## src/rtl/mem_responder.sv

```systemverilog
// mem_responder: 64 x 8 memory answering a CPU memory initiator with a
// one-cycle ack pulse. A host port preloads the memory (program load) while
// the responder is idle.
//
// Build option: define MEMRSP_WAIT_EN to add a WAIT state with a wait-state
// counter loaded from WAIT_CYCLES. Without it every access goes IDLE -> RESP.
//
// Parameters
//   WAIT_CYCLES : wait states per access (0..15), used only with MEMRSP_WAIT_EN
// Ports
//   clk, rst          : clock (rising edge), asynchronous active-high reset
//   req, iwr          : access request (level) and write flag
//   addr, din         : word address and write data, sampled with req
//   dout, to_MAR      : registered read data and its copy for MAR loading
//   ack, busy         : response pulse, FSM-not-idle flag
//   ld_we, ld_addr,
//   ld_data, ld_ack   : host load strobe, address, data, commit pulse
module mem_responder #(
  parameter int unsigned WAIT_CYCLES = 2
) (
  input  logic       clk,
  input  logic       rst,
  input  logic       req,
  input  logic       iwr,
  input  logic [5:0] addr,
  input  logic [7:0] din,
  output logic [7:0] dout,
  output logic [7:0] to_MAR,
  output logic       ack,
  output logic       busy,
  input  logic       ld_we,
  input  logic [5:0] ld_addr,
  input  logic [7:0] ld_data,
  output logic       ld_ack
);

  typedef enum logic [1:0] {
    IDLE = 2'd0,
`ifdef MEMRSP_WAIT_EN
    WAIT = 2'd1,
`endif
    RESP = 2'd2
  } state_t;

  state_t     state, state_nx;
  logic [7:0] mem [64];

  // Access committed on this edge (the edge that enters RESP)
  logic       acc_go;
  logic       acc_wr;
  logic [5:0] acc_addr;
  logic [7:0] acc_din;
  logic       ld_go;

`ifdef MEMRSP_WAIT_EN
  localparam logic [3:0] WAIT_INIT = (WAIT_CYCLES > 15) ? 4'd15 : 4'(WAIT_CYCLES);

  logic [3:0] cnt;
  logic       lat_wr;
  logic [5:0] lat_addr;
  logic [7:0] lat_din;

  // Live inputs are used when IDLE goes straight to RESP; after waiting,
  // the request latched at E0 is used so req changes while busy are ignored.
  always_comb begin
    acc_wr   = (state == IDLE) ? iwr  : lat_wr;
    acc_addr = (state == IDLE) ? addr : lat_addr;
    acc_din  = (state == IDLE) ? din  : lat_din;
  end
`else
  // WAIT_CYCLES has no effect in this build.
  if (WAIT_CYCLES > 15) begin : g_wait_cycles_unused
  end

  always_comb begin
    acc_wr   = iwr;
    acc_addr = addr;
    acc_din  = din;
  end
`endif

  always_comb begin
    state_nx = state;
    acc_go   = 1'b0;
    ld_go    = 1'b0;
    case (state)
      IDLE: begin
        if (req) begin
`ifdef MEMRSP_WAIT_EN
          if (WAIT_INIT == 4'd0) begin
            state_nx = RESP;
            acc_go   = 1'b1;
          end else begin
            state_nx = WAIT;
          end
`else
          state_nx = RESP;
          acc_go   = 1'b1;
`endif
        end else if (ld_we) begin
          // A simultaneous req wins; the host load is only taken here.
          ld_go = 1'b1;
        end
      end
`ifdef MEMRSP_WAIT_EN
      WAIT: begin
        if (cnt == 4'd1) begin
          state_nx = RESP;
          acc_go   = 1'b1;
        end
      end
`endif
      RESP:    state_nx = IDLE;
      default: state_nx = IDLE;
    endcase
  end

  always_ff @(posedge clk or posedge rst) begin
    if (rst) begin
      state  <= IDLE;
      dout   <= '0;
      to_MAR <= '0;
      ld_ack <= 1'b0;
`ifdef MEMRSP_WAIT_EN
      cnt      <= '0;
      lat_wr   <= 1'b0;
      lat_addr <= '0;
      lat_din  <= '0;
`endif
    end else begin
      state  <= state_nx;
      ld_ack <= ld_go;
      if (acc_go && !acc_wr) begin
        dout   <= mem[acc_addr];
        to_MAR <= mem[acc_addr];
      end
`ifdef MEMRSP_WAIT_EN
      if (state == IDLE && req) begin
        lat_wr   <= iwr;
        lat_addr <= addr;
        lat_din  <= din;
        cnt      <= WAIT_INIT;
      end else if (state == WAIT) begin
        cnt <= cnt - 4'd1;
      end
`endif
    end
  end

  // Not reset: a loaded program survives a CPU reset. A write still waiting
  // when reset hits never reaches acc_go, so it is discarded.
  always_ff @(posedge clk) begin
    if (acc_go && acc_wr) begin
      mem[acc_addr] <= acc_din;
    end else if (ld_go) begin
      mem[ld_addr] <= ld_data;
    end
  end

  assign ack  = (state == RESP);
  assign busy = (state != IDLE);

endmodule

```

## config.mk

```make
export PLATFORM = sky130hd
export DESIGN_NAME = mem_responder
export DESIGN_NICKNAME = d
export VERILOG_FILES = /design/src/rtl/mem_responder.sv
export SDC_FILE = /design/constraint.sdc
export NUM_CORES = 1
export LEC_CHECK = 0
export CAP_MARGIN = 5
export CORE_MARGIN = 3
export CORE_UTILIZATION = 65
export DETAILED_ROUTE_END_ITERATION = 8
export GPL_TIMING_DRIVEN = 1
export PLACE_DENSITY_LB_ADDON = 0.05
export REMOVE_ABC_BUFFERS = 1
export SYNTH_ARGS = -nofsm -noshare
export SYNTH_HDL_FRONTEND = slang
export SYNTH_SLANG_ARGS = --single-unit
```

## constraint.sdc

```tcl
create_clock -name clk -period 4.26 [get_ports clk]
set_clock_uncertainty 0.2 [all_clocks]
set_input_delay 0.852 -clock clk [delete_from_list [all_inputs] [get_ports clk]]
set_output_delay 0.852 -clock clk [all_outputs]
set_load 0.005 [all_outputs]
```

* Word level (Yosys, flattened, before mapping)
Memory sizes are Yosys's and may differ from the RTL's. A register that Yosys moved wholly into a read port is not among the register bits.
Index checks and enable logic that the tools add are counted.
** Operators by class
- Equality and inequality tests :: 2
- Mux-type cells :: 15
- Reductions and logical operators :: 6
** Operators by type and width (number)
- $mux 1 :: 11
- $mux 8 :: 1
- $reduce_or 8->1 :: 1
- $mux 6 :: 1
- $mux 2 :: 2
- $eq 2x2->1 const B :: 1
- $logic_and 1x1->1 :: 2
- $logic_not 2->1 :: 1
- $ne 2x2->1 const B :: 1
- $reduce_bool 2->1 :: 1
- $logic_not 1->1 :: 1
** Storage, ports and cells
- Bits in registers :: 3
- Bits in writable memories :: 512
- Output and inout port bits :: 19
- Memories kept :: 1
** Memory list
- mem :: depth 64, width 8, read ports 1, clocked after memory_dff 1, write ports 1, line 46 : logic [7:0] mem [64];

* Logic depth before layout (Yosys ltp)
Gate-level depths: netlist (run 1).
- Depth after elaboration :: 8
- Mapped depth :: 10
- Gate-level depth less buffers :: 6

* Worst setup path after synthesis (run 1)
No wires, ideal clock.
- Kind :: input -> register
- Start point :: in req
- End point :: mem mem[56][0], enable pin
- Arrival time :: 2.540 ns
- Required time :: 3.690 ns
- Setup slack :: 1.150 ns
- Stages on the path :: 6
- Buffers on the path :: 2
- Cell sequence :: nor3b_2 -> clkbuf_1 -> mux2i_1 -> or3_1 -> clkbuf_1 -> nor2_1
** On the way
- Word-level cells in the longest chain between the ends :: 7
- Elaborated cells on any way between the ends :: 13
- Those cells by class :: mux (11); reduce/logical (2)
** Ends and longest elaborated chain
- start, declared :: line 23 : input logic req,
- $mux 1 :: line 88 : if (req) begin
- $mux 1 :: line 86 : case (state)
- $mux 1 or $logic_and 1x1->1 (tied branches) :: line 155, 153
- $mux 1 :: line 153 : if (acc_go && acc_wr) begin
- $mux 1 (not written as such) :: line 156 : mem[ld_addr] <= ld_data;
- $reduce_or 8->1 (no source line)
- $mux 6 (no source line) or $mux 1 (tied branches)
- end, declared :: line 46
Parallel ways exist; a longest one is shown, timed or not.

==> results of run 1 <==
==> layout by cell type, fill, tap and decap left out, types with 10 or more instances in the layout <==
| cell type | synthesis | layout |
|---|---|---|
| a21oi_1 | 24 | 24 |
| nor2_1 | 68 | 67 |
| a22oi_1 | 56 | 56 |
| clkbuf_16 | 0 | 51 |
| buf_4 | 22 | 99 |
| mux4_2 | 51 | 51 |
| dfrtp_1 | 10 | 10 |
| o21ai_1 | 10 | 10 |
| mux4_1 | 21 | 21 |
| clkdlybuf4s50_1 | 0 | 48 |
| nand3_1 | 35 | 35 |
| edfxtp_1 | 512 | 512 |
| nand2_1 | 31 | 31 |
| mux2i_1 | 139 | 139 |
| mux2_2 | 17 | 17 |
| clkinv_2 | 0 | 14 |
==> tightest hold or removal path, cell delays in order (launching register included) <==
cell     delay [ps]
dfrtp_1         390
nand2_1          60
o21ai_1          60
==> flip-flops by register name, summed over array words and instances (netlist names) <==
signal	count
state	1
mem	512
to_MAR	8
ld_ack	1
==> cells by family (layout without fill, tap and decap cells) <==
group / Yosys count / count (layout) / synth area share (%)
buffers and inverters: 72 / 246 / 2.36
and+or+nand+nor: 150 / 150 / 3.15
DFF: 522 / 522 / 75.1
AOI/OAI and AO/OA: 110 / 110 / 3.56
muxes: 228 / 228 / 15.8
==> layer usage <==
layer | GRT usage [%] | vias up
li1 | - | 4652
met1 | 41.5 | 5508
met2 | 47.0 | 520
met3 | 4.34 | 119
met4 | 9.69 | 0
met5 | 0 | -
==> cells in the mapped netlist <==
master,number,area [um^2]
a32o_1,1,10.0
clkbuf_2,2,10.0
buf_1,1,3.75
buf_12,2,40.0
clkbuf_4,3,22.5
nand3_1,35,175
nor2b_1,6,37.5
a21oi_1,24,120
nand2_1,31,116
dfrtp_1,10,250
nand2b_1,3,18.8
mux4_2,51,1150
mux4_1,21,552
nand3b_1,2,15.0
mux2i_1,139,1390
o21ai_0,1,5.00
a41oi_1,8,70.1
inv_1,2,7.51
buf_2,8,40.0
o31ai_1,1,7.51
nor3b_2,1,12.5
buf_8,4,60.1
or3_1,3,18.8
clkbuf_1,24,90.1
o22ai_1,9,56.3
mux2_2,17,191
buf_4,22,165
edfxtp_1,512,15400
bufbuf_8,1,18.8
and2_1,1,6.26
o21ai_1,10,50.1
buf_6,3,33.8
a22oi_1,56,420
nor2_1,68,255
==> stage by stage <==
stage,hold slack (ps),utilization [%],worst slack [ps],power (mW)
2_1_floorplan,323,-,646,6.15
3_3_place_gp,345,71.3,517,6.53
3_5_place_dp,352,71.3,487,6.55
4_1_cts,365,76.6,1070,10.9
5_1_grt,406,76.6,889,11.2
6_report,361,76.6,1010,10.9
==> where the power goes <==
part           switching, mW  internal [mW]
logic                  0.422          0.278
registers             0.0288           5.72
clock network           1.82           2.61
total                   2.27           8.60
==> worst max path at each step <==
stage,startpoint,slack (ps),end,depth (start not counted)
2_1_floorplan,req,650,mem[48][0],4
3_3_place_gp,addr[1],520,to_MAR[3],7
3_5_place_dp,addr[1],490,to_MAR[3],7
4_1_cts,addr[1],1070,to_MAR[3],7
5_1_grt,ld_we,890,mem[39][7],8
6_report,addr[1],1010,to_MAR[3],7
==> layout make-up <==
type | count | share of cell area [%]
Timing Repair Buffer | 154 | 5.64
Sequential cell | 522 | 65.6
Tap cell | 396 | 2.08
Multi-Input combinational cell | 488 | 19.7
Inverter | 2 | 0.0315
Clock buffer | 63 | 5.68
Clock inverter | 27 | 1.27
==> results_dict.tcl, run 1 <==
set metrics [dict create \
    wirelength_um 47800 \
    avgViaCountPerCell 6.54 \
    crit_top_cell "a21oi_1" \
    diodes 0 \
    postSynthAreaPerCell_um2 19.2 \
    antenna_found_initial 0 \
    insertion_delay_ps 570 \
    crit_path_end_kind "register" \
    grt_max_degree 58 \
    die-width_um 185 \
    io-pin-count 52 \
    htree_num_levels 2 \
    r2r_slack_ps 1430 \
    rsz0062_at_grt "false" \
    drive_above_1_share_pct 20.2 \
    slew_headroom_pct 21.9 \
    cp-start-kind "input pin" \
    drv_slew 0 \
    cp_num_buf_inv 1 \
    final_cells 1652 \
    worstPathArrival_ps 3470 \
    grt_pass1_vias 10865 \
    required_ps 4470 \
    cp_slowest_stage_delay_ps 670 \
    syn_inst 1082 \
    outcome "finished clean" \
    power_density_nw_per_um2 457 \
    finalSetupViolCount 0 \
    regArea_um2 15600 \
    layout.nets 1251 \
    root_buffer "clkbuf_16" \
    vdd_drop_max_mv 0.429 \
    min_path_cells 2 \
    hp-class "reg2reg" \
    routabilityCongestion 0.829 \
    max_freq_mhz 307 \
    overflow 0 \
    dp_cells 1562 \
    slowest_stage "buf_4" \
    dieArea_um2 34200 \
    cts_inserted_buffers 50 \
    rr_endpoint "mem[34][5]" \
    hp-start "to_MAR[7]" \
    ys_seq_area_share_pct 75.1 \
    routed.top_layer "met4" \
    critPathKind "in2reg" \
    hold_end "to_MAR[7]" \
    hold_viol_final 0 \
    path_delay_family "multiplexers" \
    ys_ff_latch 522 \
    wl_per_cell_um 28.9 \
    drt-initial-drc-count 1362 \
    fillerInstances 1717 \
    syn_to_final_growth_pct 14.5 \
    vias 10799 \
    cap_violations 0 \
    cts_buffer_depth 3 \
    path_cells "buf_4 > mux4_1 > mux4_2 > o22ai_1 > a21oi_1 > a21oi_1 > o21ai_1" \
    tightest_slew_ps 1170 \
    numPortBuffers 51 \
    final_area_um2 23800 \
    fin_crit_sh_pct 76.4 \
    synth_warnings 0 \
    fin_crit_ps 3250 \
    dr_wl_met2_um 23500 \
    start_util_pct 66.9 \
    dpl-instance-area_um2 22200 \
    clkSinkCount 522 \
    globalRouteTotalUtil_pct 28.9 \
    cts_tree "yes" \
    wl_met1_um 18700 \
    tns_ps 0 \
    grt_pass1_wl_um 71300 \
    leakagePower_nw 8.09 \
    holdBufCountCts 0 \
    hpwl_um 29100 \
    synth.distinct_cells 34 \
    multiInputGateArea_um2 4690 \
    drt_pass1_iterations 5 \
    synth.cell_area_um2 20800 \
    crit_fanout 54 \
    clk_pin_slew_ps 60 \
    antenna_left 0 \
    worstReg2RegStart "state[1]" \
    post_cts_buffers 0 \
    cts_resized 0 \
    core_um2 31100 \
    drc 0 \
    num_rows 64 \
    die_h_um 185 \
    rr_worst_depth 7 \
    wl_met3_um 3720 \
]
Note: power is estimated with default switching activity, not from simulation.
==> inputs of run 2 (changes only) <==
- CORE_UTILIZATION: 65 -> 61
- clock period: 4.26 -> 3.3 ns (I/O delays scaled with it)
==> results_dict.tcl, run 2 (synthesis gave the netlist of run 1 again) <==
set metrics [dict create \
    final_common_cell "edfxtp_1" \
    cts_tree "yes" \
    holdBufCountCts 0 \
    p_sw_share_pct 20.7 \
    core_um2 33000 \
    top_regs "mem (512), to_MAR (8)" \
    worst_slack_ps 367 \
    routabilityCongestion 0.847 \
    grt_pass1_vias 11019 \
    hp-class "in2async" \
    drive_above_1_share_pct 21.9 \
    die-width_um 191 \
    diodes 0 \
    post_cts_buffers 0 \
    regMostFlops "mem" \
    grt_pass1_wl_um 69100 \
    dieArea_um2 36300 \
    tns_ps 0 \
    layout_common_cells "edfxtp_1 (512), mux2i_1 (139), buf_4 (118)" \
    globalRouteTotalUtil_pct 26.2 \
    hpwl_um 28100 \
    clkSinkCount 522 \
    grt_max_degree 65 \
    num_rows 66 \
    fin_crit_ps 2930 \
    vdd_drop_max_mv 0.566 \
    drc 0 \
    numPortBuffers 51 \
    cp-start-kind "input pin" \
    clk_pin_slew_ps 60 \
    largest_reg_flops 512 \
    insertion_delay_ps 570 \
    antenna_found_initial 0 \
    cts_resized 0 \
    layout.nets 1282 \
    vias 10799 \
    die_h_um 191 \
    worstReg2RegStart "state[1]" \
    fin_crit_sh_pct 88.9 \
    cap_violations 0 \
    antenna_left 0 \
    cts_buffer_depth 3 \
    tightest_slew_ps 729 \
    syn_to_final_growth_pct 16.5 \
    whs_ps 209 \
    rr_worst_depth 8 \
    p_sw_mw 2.89 \
    place_ws_ps -165 \
    pwr-share-comb_pct 6.8 \
    fillerInstances 1985 \
    drt-initial-drc-count 1308 \
    power_density_nw_per_um2 576 \
    internal_power_mw 11.1 \
    clkPwrFrac_pct 40.1 \
    outcome "finished clean" \
    hold_viol_final 0 \
    io-pin-count 52 \
    rr_endpoint "mem[58][0]" \
    crit_path_end_kind "register" \
    r2r_slack_ps 530 \
    finalSetupViolCount 0 \
    start_util_pct 63.0 \
    wl_per_cell_um 26.5 \
    leakagePower_nw 8.26 \
    max_freq_mhz 341 \
    avgViaCountPerCell 6.23 \
    cts_inserted_buffers 50 \
    critPathKind "in2reg" \
    drt_pass1_iterations 5 \
    slew_headroom_pct 51.4 \
    wirelength_um 46000 \
    seqPwrFrac_pct 53.1 \
    required_ps 3370 \
    drv_slew 0 \
    crit_fanout 12 \
    root_buffer "clkbuf_16" \
    htree_num_levels 2 \
    worstPathArrival_ps 3000 \
    rsz0062_at_grt "false" \
    overflow 0 \
]
-- run 2: changes by cell type in the layout (fill, tap and decap cells not counted), sizes merged --
| cell | before | now |
|---|---|---|
| inv | 2 | 3 |
| buf | 106 | 137 |
| clkbuf | 63 | 58 |
| clkinv | 21 | 25 |
| clkinvlp | 0 | 3 |
-- run 2: routing by layer --
layer	vias to the layer above	global-route usage, %	share of wire, %
met5	-	0	0
met4	0	9.74	3.6
met2	484	42.1	49
met1	5491	37.1	39
met3	92	4.26	7.6
li1	4732	-	-
-- run 2: area by class of cell --
class / instances / area, um^2 / area share [%]
clock buffers: 58 / 1300 / 5.38
well taps: 442 / 553 / 2.28
clock inverters: 35 / 320 / 1.32
multi-input cells: 488 / 4690 / 19.3
flip-flops and latches: 522 / 15600 / 64.5
repair buffers: 185 / 1730 / 7.13
inverters: 2 / 7.51 / 0.0310
-- run 2: how the worst max path moves through the flow --
stage | start | to | slack, ps | cells past startpoint
floorplan | req | mem[48][0] | -120 | 4
global placement | addr[1] | to_MAR[5] | -120 | 7
detailed placement | req | mem[40][0] | -170 | 9
CTS | req | mem[40][0] | 400 | 9
global route | req | mem[40][0] | 240 | 9
finish | req | mem[58][0] | 370 | 9
-- run 2: worst max-delay path: stages --
cell and delay (ps):
clkdlybuf4s50_1 440, nor3b_2 230, buf_4 220, buf_4 200
inv_1 70, o22ai_1 270, nand2_1 410, nor2_1 320
buf_4 190
-- run 2: power groups by stage --
stage                     sequential (mW)  clock (mW)  combinational, mW
after global routing                 7.41        5.98               1.02
final                                7.42        5.60              0.951
after CTS                            7.41        5.70              0.958
after detailed placement             7.55           0              0.953
after global placement               7.55           0              0.944
after floorplan                      7.54           0              0.393
-- run 2: through the flow --
step / area [um^2] / std cells / power (mW) / utilization, %
after global routing: 24200 / 1732 / 14.4 / 73.3
after floorplan: 20300 / 1012 / 7.94 / -
after detailed placement: 22600 / 1639 / 8.51 / 68.4
after CTS: 24200 / 1732 / 14.1 / 73.3
final: 24200 / 1732 / 14.0 / 73.3
after global placement: 22600 / 1639 / 8.50 / 68.4
